[config.mk]
export PLATFORM = sky130hd
export DESIGN_NAME = fifo_stream_reader_flat
export DESIGN_NICKNAME = d
export VERILOG_FILES = /design/src/rtl/fifo_stream_reader_pkg.sv /design/src/rtl/fifo_stream_reader_if.sv /design/src/rtl/fifo_stream_reader_fifo_rd_buf.sv /design/src/rtl/fifo_stream_reader.sv /design/src/flat_wrapper.sv
export SDC_FILE = /design/constraint.sdc
export NUM_CORES = 1
export LEC_CHECK = 0
export BUFFER_PORTS_ARGS = -buffer_cell sky130_fd_sc_hd__buf_2
export CAP_MARGIN = 25
export CELL_PAD_IN_SITES_DETAIL_PLACEMENT = 1
export CELL_PAD_IN_SITES_GLOBAL_PLACEMENT = 2
export CORE_UTILIZATION = 34
export DETAILED_ROUTE_END_ITERATION = 12
export GPL_ROUTABILITY_DRIVEN = 0
export GPL_TIMING_DRIVEN = 0
export PLACE_DENSITY_LB_ADDON = 0.1
export SLEW_MARGIN = 25
export SYNTH_ARGS = -nofsm -noshare
export SYNTH_HDL_FRONTEND = slang
export SYNTH_SLANG_ARGS = --single-unit
[constraint.sdc]
create_clock -name clk -period 2.8 [get_ports clk]
set_input_delay 0.14 -clock clk [delete_from_list [all_inputs] [get_ports clk]]
set_output_delay 0.14 -clock clk [all_outputs]
set_load 0.05 [all_outputs]
[src/rtl/fifo_stream_reader_pkg.sv]
// Shared defaults and sizing helper for the FIFO stream reader.
// Latency: n/a (types and constants only).
// Backpressure: n/a.
package fifo_stream_reader_pkg;

    // Smallest w with 2**w >= v; sizes the line word counter.
    function automatic int clog2(input int v);
        int r;
        r = 0;
        for (int i = 0; i < 31; i++) begin
            if ((1 << i) < v) r = i + 1;
        end
        return r;
    endfunction

    localparam int DEF_N        = 16;
    localparam int DEF_LINE_LEN = 640;
    localparam int DEF_CNT_W    = clog2(DEF_LINE_LEN);

    // Buffer occupancy, 0..2.
    typedef logic [1:0] occ_t;

endpackage

[src/rtl/fifo_stream_reader_if.sv]
// FIFO read port plus framed output stream, grouped for the reader.
// Latency: n/a (wiring only).
// Backpressure: out_ready from the stream consumer.
interface fifo_stream_reader_if
    import fifo_stream_reader_pkg::*;
#(
    parameter int N = DEF_N
);
    logic         fifo_empty;
    logic [N-1:0] fifo_rd_data;
    logic         fifo_rd_en;
    logic         flush;
    logic [N-1:0] out_data;
    logic         out_valid;
    logic         out_ready;
    logic         out_first;
    logic         out_last;

    modport master (
        input  fifo_empty,
        input  fifo_rd_data,
        input  flush,
        input  out_ready,
        output fifo_rd_en,
        output out_data,
        output out_valid,
        output out_first,
        output out_last
    );

    modport slave (
        output fifo_empty,
        output fifo_rd_data,
        output flush,
        output out_ready,
        input  fifo_rd_en,
        input  out_data,
        input  out_valid,
        input  out_first,
        input  out_last
    );

endinterface

[src/rtl/fifo_stream_reader_fifo_rd_buf.sv]
// Two-entry in-order buffer catching FIFO read data; head is entry 0.
// Latency: a push is visible at the head the cycle after it is written.
// Backpressure: caller must never push into a full buffer without popping.
module fifo_rd_buf
    import fifo_stream_reader_pkg::*;
#(
    parameter int N = DEF_N
) (
    input  logic         clk,
    input  logic         rst_n,
    input  logic         i_flush,
    input  logic         i_push,
    input  logic [N-1:0] i_push_dat,
    input  logic         i_pop,
    output occ_t         o_occ,
    output logic [N-1:0] o_head_dat
);

    occ_t         r_occ;
    logic [N-1:0] r_ent0;
    logic [N-1:0] r_ent1;

    always_ff @(posedge clk) begin
        if (!rst_n) begin
            r_occ  <= 2'd0;
            r_ent0 <= '0;
            r_ent1 <= '0;
        end else if (i_flush) begin
            r_occ <= 2'd0;
        end else begin
            case ({i_push, i_pop})
                2'b10: begin
                    if (r_occ == 2'd0) r_ent0 <= i_push_dat;
                    else               r_ent1 <= i_push_dat;
                    r_occ <= r_occ + 2'd1;
                end
                2'b01: begin
                    r_ent0 <= r_ent1;
                    r_occ  <= r_occ - 2'd1;
                end
                2'b11: begin
                    // Occupancy holds; the new word lands behind whatever remains.
                    if (r_occ == 2'd2) begin
                        r_ent0 <= r_ent1;
                        r_ent1 <= i_push_dat;
                    end else begin
                        r_ent0 <= i_push_dat;
                    end
                end
                default: ;
            endcase
        end
    end

    assign o_occ      = r_occ;
    assign o_head_dat = r_ent0;

endmodule

[src/rtl/fifo_stream_reader.sv]
// Drains a 1-cycle-latency FIFO into a valid/ready stream with first/last line framing.
// Latency: FIFO non-empty to out_valid is 2 cycles; sustains 1 word/cycle.
// Backpressure: reads are issued only while buffered + in-flight words stay within 2.
module fifo_stream_reader
    import fifo_stream_reader_pkg::*;
#(
    parameter int N        = DEF_N,
    parameter int LINE_LEN = DEF_LINE_LEN,
    parameter int CNT_W    = clog2(LINE_LEN)
) (
    input  logic               clk,
    input  logic               rst_n,
    fifo_stream_reader_if.master bus
);

    localparam logic [CNT_W-1:0] LAST_IDX = CNT_W'(LINE_LEN - 1);

    logic             r_inflight;
    logic [CNT_W-1:0] r_word_idx;

    occ_t             w_occ;
    logic [N-1:0]     w_head;
    logic             w_valid;
    logic             w_pop;
    logic             w_room;
    logic             w_rd_en;
    logic             w_push;

    assign w_valid = rst_n & (w_occ != 2'd0);
    assign w_pop   = w_valid & bus.out_ready;

    // A word popped this cycle frees its slot in time for a read issued now.
    assign w_room  = ({1'b0, w_occ} + {2'b00, r_inflight}) < (3'd2 + {2'b00, w_pop});
    assign w_rd_en = rst_n & ~bus.flush & ~bus.fifo_empty & w_room;
    assign w_push  = r_inflight & ~bus.flush;

    fifo_rd_buf #(
        .N (N)
    ) u_buf (
        .clk        (clk),
        .rst_n      (rst_n),
        .i_flush    (bus.flush),
        .i_push     (w_push),
        .i_push_dat (bus.fifo_rd_data),
        .i_pop      (w_pop),
        .o_occ      (w_occ),
        .o_head_dat (w_head)
    );

    always_ff @(posedge clk) begin
        if (!rst_n) r_inflight <= 1'b0;
        else        r_inflight <= w_rd_en;
    end

    always_ff @(posedge clk) begin
        if (!rst_n || bus.flush) begin
            r_word_idx <= '0;
        end else if (w_pop) begin
            r_word_idx <= (r_word_idx == LAST_IDX) ? '0 : r_word_idx + CNT_W'(1);
        end
    end

    assign bus.fifo_rd_en = w_rd_en;
    assign bus.out_valid  = w_valid;
    assign bus.out_data   = w_head;
    assign bus.out_first  = w_valid & (r_word_idx == '0);
    assign bus.out_last   = w_valid & (r_word_idx == LAST_IDX);

endmodule
[src/flat_wrapper.sv]
// flat-port wrapper written by rule: the top's interface ports become plain ports
module fifo_stream_reader_flat import fifo_stream_reader_pkg::*;
#(
    parameter int N        = DEF_N,
    parameter int LINE_LEN = DEF_LINE_LEN,
    parameter int CNT_W    = clog2(LINE_LEN)
)
  (clk, rst_n, bus_fifo_empty, bus_fifo_rd_data, bus_flush, bus_out_ready, bus_fifo_rd_en, bus_out_data, bus_out_valid, bus_out_first, bus_out_last);
  fifo_stream_reader_if #(.N(N)) bus_i ();
  input  logic clk;
  input  logic rst_n;
  input wire logic [$bits(bus_i.fifo_empty)-1:0] bus_fifo_empty;
  input wire logic [$bits(bus_i.fifo_rd_data)-1:0] bus_fifo_rd_data;
  input wire logic [$bits(bus_i.flush)-1:0] bus_flush;
  input wire logic [$bits(bus_i.out_ready)-1:0] bus_out_ready;
  output wire logic [$bits(bus_i.fifo_rd_en)-1:0] bus_fifo_rd_en;
  output wire logic [$bits(bus_i.out_data)-1:0] bus_out_data;
  output wire logic [$bits(bus_i.out_valid)-1:0] bus_out_valid;
  output wire logic [$bits(bus_i.out_first)-1:0] bus_out_first;
  output wire logic [$bits(bus_i.out_last)-1:0] bus_out_last;
  assign bus_i.fifo_empty = bus_fifo_empty;
  assign bus_i.fifo_rd_data = bus_fifo_rd_data;
  assign bus_i.flush = bus_flush;
  assign bus_i.out_ready = bus_out_ready;
  assign bus_fifo_rd_en = bus_i.fifo_rd_en;
  assign bus_out_data = bus_i.out_data;
  assign bus_out_valid = bus_i.out_valid;
  assign bus_out_first = bus_i.out_first;
  assign bus_out_last = bus_i.out_last;
  fifo_stream_reader #(.N(N), .LINE_LEN(LINE_LEN), .CNT_W(CNT_W)) u_core (.clk(clk), .rst_n(rst_n), .bus(bus_i));
endmodule
==> results of run 1 <==
## worst max path at each step
stage / from / to / slack, ns / depth (start not counted)
finish: u_core.u_buf.o_occ[0] / u_core.u_buf.r_ent1[1] / 0.26 / 10
global route: u_core.u_buf.o_occ[0] / u_core.u_buf.r_ent1[1] / 0.007 / 10
CTS: u_core.u_buf.o_occ[0] / u_core.u_buf.r_ent1[1] / 0.12 / 9
detailed placement: u_core.u_buf.o_occ[0] / u_core.u_buf.r_ent1[1] / 0.14 / 9
global placement: u_core.u_buf.o_occ[0] / u_core.u_buf.r_ent1[0] / 0.14 / 9
floorplan: u_core.r_word_idx[0] / bus_out_first / 0.07 / 4
## final cells by class
cell class                      instances  area, sq um
Fill cell                             774         3730
Multi-Input combinational cell        174         1240
Sequential cell                        45          901
Timing Repair Buffer                   40          200
Tap cell                               77         96.3
Buffer                                 12         83.8
Clock buffer                            6         72.6
Clock inverter                          2         38.8
Inverter                                7         26.3
## power breakdown
part           internal (W)  switching (W)
Combinational     0.0000335      0.0000680
Sequential         0.000649     0.00000461
Clock              0.000268       0.000236
Total              0.000951       0.000309
## what timing repair did
item | in CTS | in global routing
hold buffers | 0 | 0
resized for setup | 0 | 1
endpoints found under the setup margin | 0 | 10
setup buffers | 0 | 0
## cell usage in the layout, fill, tap and decap left out, types with 2 or more instances in the layout
cell type,synthesis,routed
sky130_fd_sc_hd__dfxtp_1,45,45
sky130_fd_sc_hd__buf_2,1,41
sky130_fd_sc_hd__o21ai_0,23,23
sky130_fd_sc_hd__nor2_1,21,21
sky130_fd_sc_hd__nand3_1,20,20
sky130_fd_sc_hd__a21boi_1,10,10
sky130_fd_sc_hd__a221oi_2,10,10
sky130_fd_sc_hd__o21ai_1,10,10
sky130_fd_sc_hd__ha_1,9,9
sky130_fd_sc_hd__inv_1,7,7
sky130_fd_sc_hd__nand2_1,7,7
sky130_fd_sc_hd__nor2_2,7,7
sky130_fd_sc_hd__clkbuf_1,6,6
sky130_fd_sc_hd__xor2_1,6,6
sky130_fd_sc_hd__a221oi_1,6,6
sky130_fd_sc_hd__a21boi_0,6,6
sky130_fd_sc_hd__nand2b_1,5,5
sky130_fd_sc_hd__clkbuf_8,0,5
sky130_fd_sc_hd__buf_6,4,4
sky130_fd_sc_hd__a21oi_2,4,4
sky130_fd_sc_hd__xnor2_1,4,4
sky130_fd_sc_hd__nor4b_1,2,2
sky130_fd_sc_hd__or4_4,2,2
sky130_fd_sc_hd__a21o_1,2,2
sky130_fd_sc_hd__buf_4,2,2
sky130_fd_sc_hd__nor3_1,2,2
## flip-flops by register name, summed over array words and instances, names as in the netlist
| register | count |
|---|---|
| u_core.r_inflight | 1 |
| u_core.r_word_idx | 10 |
| u_core.u_buf.o_head_dat | 16 |
| u_core.u_buf.o_occ | 2 |
| u_core.u_buf.r_ent1 | 16 |
## layer usage
layer	vias up	routed length, microns
li1	959	-
met3	8	190
met5	-	0
met1	872	3000
met4	0	91
met2	34	2400
## worst register-to-register path, stage by stage (launching register included)
cell                       delay [ns]
sky130_fd_sc_hd__dfxtp_1         0.33
sky130_fd_sc_hd__buf_6           0.14
sky130_fd_sc_hd__o211ai_2        0.22
sky130_fd_sc_hd__buf_6           0.20
sky130_fd_sc_hd__inv_1           0.16
sky130_fd_sc_hd__ha_1            0.30
sky130_fd_sc_hd__nand2b_1        0.19
sky130_fd_sc_hd__a21oi_2         0.34
sky130_fd_sc_hd__buf_2           0.31
sky130_fd_sc_hd__nand3_1         0.11
sky130_fd_sc_hd__a21boi_1        0.17
## logic make-up (layout without fill, tap and decap cells)
family	after synthesis	after routing	synth area share
AO/OA/AOI/OAI	79	79	0.276
XOR/XNOR	10	10	0.0389
adder cells (fa/ha/maj)	9	9	0.0500
buffers and inverters	20	67	0.0506
flip-flops	45	45	0.400
AND/OR/NAND/NOR	76	76	0.185
## stage by stage
stage / utilization / hold WS [ns] / worst slack [ns] / total power (W)
finish: 0.416 / 0.0180 / 0.258 / 0.00126
global route: 0.416 / 0.0115 / 0.00715 / 0.00132
CTS: 0.416 / 0.00567 / 0.122 / 0.00128
detailed placement: 0.399 / 0.334 / 0.141 / 0.000771
global placement: 0.399 / 0.330 / 0.143 / 0.000772
floorplan: - / 0.217 / 0.0665 / 0.000729
==> parameters.txt, run 1 <==
Parameter                              Value

Synthesis
  Gate count after technology mapping    239
  Area share of the leading cell type in the synthesized netlist    0.400
  Average instance area after synthesis    9.42 sq um
  Cell type with the highest aggregate area in the netlist    sky130_fd_sc_hd__dfxtp_1
  Number of flip-flops and latches in the synthesized netlist    45
  Proportion of register bits with asynchronous set or reset after synthesis    0
  Leading cell types by total area after synthesis    sky130_fd_sc_hd__dfxtp_1, sky130_fd_sc_hd__a221oi_2, sky130_fd_sc_hd__o21ai_0
  Most frequent cell after synthesis    sky130_fd_sc_hd__dfxtp_1
  Post-synth top cells    sky130_fd_sc_hd__dfxtp_1, sky130_fd_sc_hd__o21ai_0, sky130_fd_sc_hd__nor2_1, sky130_fd_sc_hd__nand3_1
  Area of the mapped netlist    2250 sq um
  EDFF count, synth    0
  Sequential area share after synthesis    0.400
  Leading register cell type out of synthesis    sky130_fd_sc_hd__dfxtp_1
  Total of warnings raised by yosys    0
  Number of unique standard cell types used by synthesis    43
  Mapped Nets    269

Global route
  Maximum number of pins on one net before global-route repair    15
  Met2 Usage GRT    0.265
  Sum of overflow across all layers after global routing    0
  Antenna violations before repair    0
  Global router's overall resource usage    0.178
  Highest-utilization routing layer at the global route stage    met2
  Number of global-route vias before repair    1952
  Wire length of the first global-routing pass    9860 microns
  Met1 GRT Util    0.256
  Met3 Usage GRT    0.0358

Setup path
  Cell with the most instances on the worst path    sky130_fd_sc_hd__buf_6
  Register-to-register path setup slack    0.26 ns
  Category of cells accounting for the largest share of critical-path delay    buffers and inverters
  Reg2Reg Capture Point    u_core.u_buf.r_ent1[1]
  Sequence of cells on the critical path    buf_6 > o211ai_2 > buf_6 > inv_1 > ha_1 > nand2b_1 > a21oi_2 > buf_2 > nand3_1 > a21boi_1
  Worst stage delay on the critical path    0.34 ns
  Startpoint kind of the worst setup timing path    flop
  Critical path required time    3.02 ns
  WP data arrival    2.76 ns
  Slowest-stage cell, CP    sky130_fd_sc_hd__a21oi_2
  Buffers plus inverters on the worst setup path    4
  Register-to-Register Path Depth    10
  Capturing element type of the critical path    flop
  Type of the worst setup path    reg2reg
  CP Max Fanout    12
  Origin of the critical flop-to-flop path    u_core.u_buf.o_occ[0]

Routing
  Routed len/inst    15.7 microns
  Final wirelength    5690 microns
  Number of DRC markers in iteration 0    50
  Antenna-violating nets left    0
  Vias    1873
  Final routed DRC violation total    0
  Router iterations before antenna repair    4
  Detailed-route vias per instance    5.16

Clocking
  TritonCTS clock tree    done
  Deepest level of the CTS H-tree    2
  Clock buffer count from CTS    5
  Clock root buffer master    sky130_fd_sc_hd__clkbuf_8
  Worst-case clock buffer depth    2
  Clk_lat worst skew    0.30 ns
  Clock slew at the register clock pins of the worst setup and hold paths    0.08 ns
  Sinks on Clock Net    45

Hold path
  Worst hold path class    in2reg
  Min-Delay Endpoint    u_core.r_inflight
  Hold Crit Depth    2
  Startpoint of the worst hold path    bus_fifo_empty

Place
  Count of buffers from port buffering    40
  Standard cell area after detailed placement    2550 sq um
  DP Cell Count    356
  Sum of net half-perimeters after detailed placement    4000 microns

Cells and area
  Fraction of layout instances using a drive strength above 1    0.301
  Post-layout nets    315
  Area growth from synthesis to final layout    18.1%
  Final Non-Filler Cells    363
  Summed area of non-filler cells in the final layout    2660 sq um
  Antenna diodes    0

Power
  Static leakage power    1.06 nW
  Max IR drop VDD    0.000227 V
  Total power divided by cell area    474 nW/um^2

STA
  Final worst path period need    2.54 ns
  Number of max-slew violations in the final report    0
  Upper clock frequency limit    0.393 GHz
  Period utilization    0.908
  Worst Skew    0.0121 ns
  Worst slew margin relative to its limit    0.653
  Worst Tran Pin Value    0.520 ns
  Final-report setup violation count    0
  Setup TNS after final layout    0 ns
  Unrepaired setup endpoints after global routing    false
  Hold violation total from the final report    0

Floorplan
  Die W    83.4 microns
  Floorplan Core Area    6390 sq um
  Floorplan die height    83.4 microns
  Row Count    29
  I/O Pins    41
  Die Footprint    6950 sq um
  Initial core utilization    0.352

Outcome
  Status    finished clean

Flow run
  Max-capacitance violation count    0
(Power assumes the default switching activity.)
==> inputs of run 2 (changes only) <==
==> constraint.sdc (replaced) <==
create_clock -name clk -period 2.8 [get_ports clk]
set_input_delay 0.28 -clock clk [delete_from_list [all_inputs] [get_ports clk]]
set_output_delay 0.28 -clock clk [all_outputs]
set_load 0.05 [all_outputs]
==> parameters.txt, run 2 (synthesized netlist as in run 1, its figures left out) <==
Parameter                              Value

Place
  Sum of net half-perimeters after detailed placement    4120 microns (+3.0%)
  Worst slack after detailed placement    0.177 ns (+0.0355 ns)
  Count of buffers from port buffering    40 (unchanged)
  Standard cell area after detailed placement    2550 sq um (+0.25%)

Flow run
  Max-capacitance violation count    0 (unchanged)

Power
  Max IR drop VDD    0.000202 V (-11%)
  Total power consumption of the routed design    0.00124 W (-1.5%)
  Static leakage power    1.06 nW (about the same)
  Total power divided by cell area    466 nW/um^2 (-1.6%)

Floorplan
  Initial core utilization    0.352 (unchanged)
  Die Footprint    6950 sq um (unchanged)
  Die W    83.4 microns (unchanged)
  Row Count    29 (unchanged)
  Floorplan die height    83.4 microns (unchanged)
  Floorplan Core Area    6390 sq um (unchanged)
  I/O Pins    41 (unchanged)

STA
  Period utilization    0.900 (-0.00797)
  Final worst path period need    2.52 ns (-0.0223 ns)
  Worst slew margin relative to its limit    0.659 (+0.00611)
  Setup TNS after final layout    0 ns (unchanged)
  Number of max-slew violations in the final report    0 (unchanged)
  Hold violation total from the final report    0 (unchanged)
  Worst Tran Pin Value    0.510 ns (-0.00915 ns)
  Final worst setup slack    0.280 ns (+0.0223 ns)
  Upper clock frequency limit    0.397 GHz (+0.89%)
  Worst Skew    0.00330 ns (-0.00876 ns)
  Final-report setup violation count    0 (unchanged)

Routing
  Router iterations before antenna repair    4 (unchanged)
  Final routed DRC violation total    0 (unchanged)
  Number of DRC markers in iteration 0    30 (-40%)
  Antenna-violating nets left    0 (unchanged)
  Vias    1893 (+1.1%)
  Detailed-route vias per instance    5.21 (+1.1%)
  Final wirelength    5780 microns (+1.6%)
  Routed len/inst    15.9 microns (+1.6%)

Setup path
  Register-to-Register Path Depth    10 (unchanged)
  Type of the worst setup path    reg2reg
  WP data arrival    2.75 ns (about the same)
  Critical Path End    u_core.u_buf.r_ent1[0]
  CP Max Fanout    12 (unchanged)
  Launch point of the critical path    u_core.u_buf.o_occ[0]
  Register-to-register path setup slack    0.28 ns (+0.02 ns)
  Critical path required time    3.03 ns (about the same)
  Startpoint kind of the worst setup timing path    flop
  Capturing element type of the critical path    flop
  Reg2Reg Capture Point    u_core.u_buf.r_ent1[0]
  Origin of the critical flop-to-flop path    u_core.u_buf.o_occ[0]

Cells and area
  Summed area of non-filler cells in the final layout    2660 sq um (about the same)
  Post-layout nets    316 (+0.32%)
  Area growth from synthesis to final layout    18.2% (about the same)
  Fraction of layout instances using a drive strength above 1    0.304 (+0.00350)
  Antenna diodes    0 (unchanged)
  Leading cell type in the layout, fill and taps excluded    sky130_fd_sc_hd__dfxtp_1
  Top library cells by usage in the layout, fill and taps aside    sky130_fd_sc_hd__dfxtp_1, sky130_fd_sc_hd__buf_2, sky130_fd_sc_hd__o21ai_0, sky130_fd_sc_hd__nor2_1, sky130_fd_sc_hd__nand3_1

Hold path
  Worst hold path class    in2reg

Global route
  Global router's overall resource usage    0.175 (-0.00271)
  Number of global-route vias before repair    1934 (-0.92%)
  Sum of overflow across all layers after global routing    0 (unchanged)
  Antenna violations before repair    0 (unchanged)
  Maximum number of pins on one net before global-route repair    14 (-1)
  Wire length of the first global-routing pass    9740 microns (-1.2%)

Clocking
  Sinks on Clock Net    45 (unchanged)
  Deepest level of the CTS H-tree    2 (unchanged)
  Clk_lat worst skew    0.29 ns (about the same)
  Clock root buffer master    sky130_fd_sc_hd__clkbuf_8
  Postcts setup bufs    0 (unchanged)
  Number of buffers inserted for hold repair after clock tree synthesis    0 (unchanged)
  TritonCTS clock tree    done
  Worst-case clock buffer depth    2 (unchanged)
  Post-CTS sizing    0 (unchanged)
  Clock buffer count from CTS    5 (unchanged)
  Clock slew at the register clock pins of the worst setup and hold paths    0.08 ns (about the same)

Outcome
  Status    finished clean
## run 2: cell counts in the layout (fill, tap and decap cells not counted)
No cell type changed its count.
## run 2: final cells by class
| class | instances | area [sq um] |
|---|---|---|
| flip-flops and latches | 45 | 901 |
| fillers | 763 | 3720 |
| inverters | 7 | 26.3 |
| clock inverters | 2 | 35.0 |
| well taps | 77 | 96.3 |
| repair buffers | 40 | 200 |
| multi-input cells | 174 | 1250 |
| plain buffers | 13 | 87.6 |
| clock buffers | 5 | 68.8 |
## run 2: routing by layer
| metal | track usage | routed length, microns |
|---|---|---|
| met1 | 0.241 | 2900 |
| met2 | 0.279 | 2620 |
| met3 | 0.0338 | 193 |
| met4 | 0.0455 | 61 |
| met5 | 0 | 0 |
## run 2: power breakdown
part,total [W],switching [W],leakage (nW),internal [W]
clock,0.000485,0.000226,0.0540,0.000260
combinational,0.000102,0.0000684,0.644,0.0000336
sequential,0.000653,0.00000475,0.363,0.000649
## run 2: worst min path at each step
stage                                       start                       to  slack (ns)  cells after the start
final                              bus_fifo_empty        u_core.r_inflight        0.16                      2
after floorplan                    bus_fifo_empty        u_core.r_inflight        0.36                      1
after CTS                          bus_fifo_empty        u_core.r_inflight        0.15                      2
after global routing               bus_fifo_empty        u_core.r_inflight        0.16                      2
after detailed placement           bus_fifo_empty        u_core.r_inflight        0.47                      2
after global placement    u_core.u_buf.r_ent1[12]  u_core.u_buf.r_ent1[12]        0.46                      2
## run 2: stage by stage
| step | util | hold slack [ns] | std cells |
|---|---|---|---|
| final | 0.417 | 0.162 | 363 |
| after global routing | 0.417 | 0.160 | 363 |
| after CTS | 0.416 | 0.152 | 363 |
| after detailed placement | 0.400 | 0.474 | 356 |
| after global placement | 0.400 | 0.460 | 356 |
| after floorplan | - | 0.357 | 239 |
## run 2: critical path, stage by stage, from the launching register on
cell and delay [ns]:
sky130_fd_sc_hd__dfxtp_1 0.33, sky130_fd_sc_hd__buf_6 0.13, sky130_fd_sc_hd__o211ai_2 0.19, sky130_fd_sc_hd__buf_6 0.19, sky130_fd_sc_hd__inv_1 0.15, sky130_fd_sc_hd__ha_1 0.31
sky130_fd_sc_hd__nand2b_1 0.17, sky130_fd_sc_hd__a21o_1 0.25, sky130_fd_sc_hd__clkbuf_1 0.39, sky130_fd_sc_hd__o21ai_0 0.17, sky130_fd_sc_hd__a21boi_1 0.15
==> inputs of run 3 (changes only) <==
- CTS_BUF_LIST: unset -> sky130_fd_sc_hd__clkbuf_16
- clock period: 2.8 -> 2.5 ns (I/O delays scaled with it)
==> parameters.txt, run 3 (synthesized netlist as in run 1, its figures left out) <==
Parameter                              Value

Setup path
  Buffers plus inverters on the worst setup path    3 (-1)
  Sequence of cells on the critical path    o211ai_2 > buf_6 > inv_1 > ha_2 > nand2b_1 > a21oi_4 > buf_4 > a221oi_2 > nor2_1
  CP Max Fanout    12 (unchanged)
  Capturing element type of the critical path    flop
  Critical path required time    2.72 ns (-0.31 ns)
  Type of the worst setup path    reg2reg
  Worst stage delay on the critical path    0.48 ns (+0.09 ns)
  Slowest-stage cell, CP    sky130_fd_sc_hd__dfxtp_1
  Startpoint kind of the worst setup timing path    flop
  Category of cells accounting for the largest share of critical-path delay    buffers and inverters
  WP data arrival    2.50 ns (-0.25 ns)

Floorplan
  Initial core utilization    0.352 (unchanged)
  Die W    83.4 microns (unchanged)
  Floorplan die height    83.4 microns (unchanged)
  Die Footprint    6950 sq um (unchanged)
  Row Count    29 (unchanged)
  I/O Pins    41 (unchanged)
  Floorplan Core Area    6390 sq um (unchanged)

Routing
  Detailed-route vias per instance    5.29 (+1.5%)
  Vias    1910 (+0.90%)
  Router iterations before antenna repair    4 (unchanged)
  Final wirelength    5720 microns (-1.0%)
  Routed len/inst    15.8 microns (-0.49%)
  Number of DRC markers in iteration 0    35 (+17%)
  Antenna-violating nets left    0 (unchanged)
  Final routed DRC violation total    0 (unchanged)

STA
  Period utilization    0.910 (+0.0102)
  Worst Skew    0.00715 ns (+0.00384 ns)
  Final worst path period need    2.28 ns (-0.244 ns)
  Worst Tran Pin Value    0.545 ns (+0.0348 ns)
  Upper clock frequency limit    0.439 GHz (+11%)
  Hold violation total from the final report    0 (unchanged)
  Worst slew margin relative to its limit    0.636 (-0.0232)
  Number of max-slew violations in the final report    0 (unchanged)
  Unrepaired setup endpoints after global routing    false
  Final-report setup violation count    0 (unchanged)

Power
  Max IR drop VDD    0.000270 V (+34%)
  Part of the power in registers    0.499 (-0.028)
  Total power consumption of the routed design    0.00147 W (+18%)
  Internal power    0.00112 W (+19%)
  Net switching share of the total power    0.235 (-0.00585)
  Total power divided by cell area    541 nW/um^2 (+16%)
  Switching power summed over all nets    0.000345 W (+15%)
  Static leakage power    1.07 nW (+1.3%)
  Proportion of power drawn by the clock network    0.422 (+0.031)
  Combinational fraction of design power    0.079 (-0.003)

Clocking
  Sinks on Clock Net    45 (unchanged)
  Worst-case clock buffer depth    2 (unchanged)
  TritonCTS clock tree    done
  Clock buffer count from CTS    5 (unchanged)
  Clock slew at the register clock pins of the worst setup and hold paths    0.06 ns (-0.02 ns)
  Clk_lat worst skew    0.28 ns (about the same)
  Deepest level of the CTS H-tree    2 (unchanged)
  Clock root buffer master    sky130_fd_sc_hd__clkbuf_16

Cells and area
  Antenna diodes    0 (unchanged)
  Number of filler cells placed in the layout    776 (+1.7%)
  Multi-input gate area in the final layout    1270 sq um (+2.0%)
  Fraction of layout instances using a drive strength above 1    0.317 (+0.0127)
  Top library cells by usage in the layout, fill and taps aside    sky130_fd_sc_hd__dfxtp_1, sky130_fd_sc_hd__buf_2, sky130_fd_sc_hd__o21ai_0, sky130_fd_sc_hd__nor2_1, sky130_fd_sc_hd__nand3_1
  Flip-flop and latch area    901 sq um (unchanged)
  Summed area of non-filler cells in the final layout    2710 sq um (+1.9%)
  Area growth from synthesis to final layout    20.5%
  Post-layout nets    315 (-0.32%)
  Leading cell type in the layout, fill and taps excluded    sky130_fd_sc_hd__dfxtp_1

Global route
  Sum of overflow across all layers after global routing    0 (unchanged)
  Wire length of the first global-routing pass    9520 microns (-2.3%)
  Number of global-route vias before repair    1916 (-0.93%)
  Maximum number of pins on one net before global-route repair    17 (+3)
  Antenna violations before repair    0 (unchanged)
  Global router's overall resource usage    0.170 (-0.00490)

Place
  Sum of net half-perimeters after detailed placement    4170 microns (+1.2%)
  Standard cell area after detailed placement    2560 sq um (+0.25%)
  Count of buffers from port buffering    40 (unchanged)

Flow run
  Max-capacitance violation count    0 (unchanged)

Outcome
  Status    finished clean

Hold path
  Worst hold path class    in2reg
[run 3: routing by layer]
metal | global-route usage | share of wire
met1 | 0.233 | 0.49
met5 | 0 | 0
met4 | 0.0376 | 0.0068
met3 | 0.0338 | 0.039
met2 | 0.276 | 0.46
[run 3: repair_timing]
action                     CTS  global route
pin swaps                    0             0
hold buffers                 0             0
setup endpoints to repair   10            26
gates cloned                 0             0
setup buffers                0             0
gates resized for setup      1             7
[run 3: cell type report]
type,count,area share
timing repair buffer,40,0.0738
sequential,45,0.332
multi-input combinational,174,0.469
tap,77,0.0355
clock buffer,5,0.0461
clock inverter,1,0.00185
inverter,7,0.00969
buffer,12,0.0323
[run 3: path summary, 6_finish.rpt]
path | start | end | slack (ns) | depth (start not counted)
setup / recovery | u_core.u_buf.o_occ[1] | u_core.u_buf.o_head_dat[3] | 0.22 | 9
hold / removal | bus_fifo_empty | u_core.r_inflight | 0.15 | 2
setup reg to reg | u_core.u_buf.o_occ[1] | u_core.u_buf.o_head_dat[3] | 0.22 | 9
hold reg to reg | u_core.u_buf.r_ent1[0] | u_core.u_buf.r_ent1[0] | 0.48 | 2
[run 3: per-stage QoR]
step	hold slack (ns)	setup slack [ns]	TNS, ns	std cells	util
after global placement	0.447	-0.135	-1.20	356	0.401
after detailed placement	0.448	-0.105	-0.896	356	0.401
after floorplan	0.327	0.215	0	239	-
final	0.154	0.225	0	361	0.425
after global routing	0.156	0.0104	0	361	0.425
after CTS	0.152	0.0221	0	361	0.421
[run 3: power by group through the flow]
stage / Clock, W / Sequential (W) / Combinational, W
2_1_floorplan: 0 / 0.000770 / 0.0000473
3_3_place_gp: 0 / 0.000748 / 0.000116
3_5_place_dp: 0 / 0.000748 / 0.000116
4_1_cts: 0.000637 / 0.000732 / 0.000116
5_1_grt: 0.000668 / 0.000733 / 0.000125
6_report: 0.000620 / 0.000732 / 0.000116
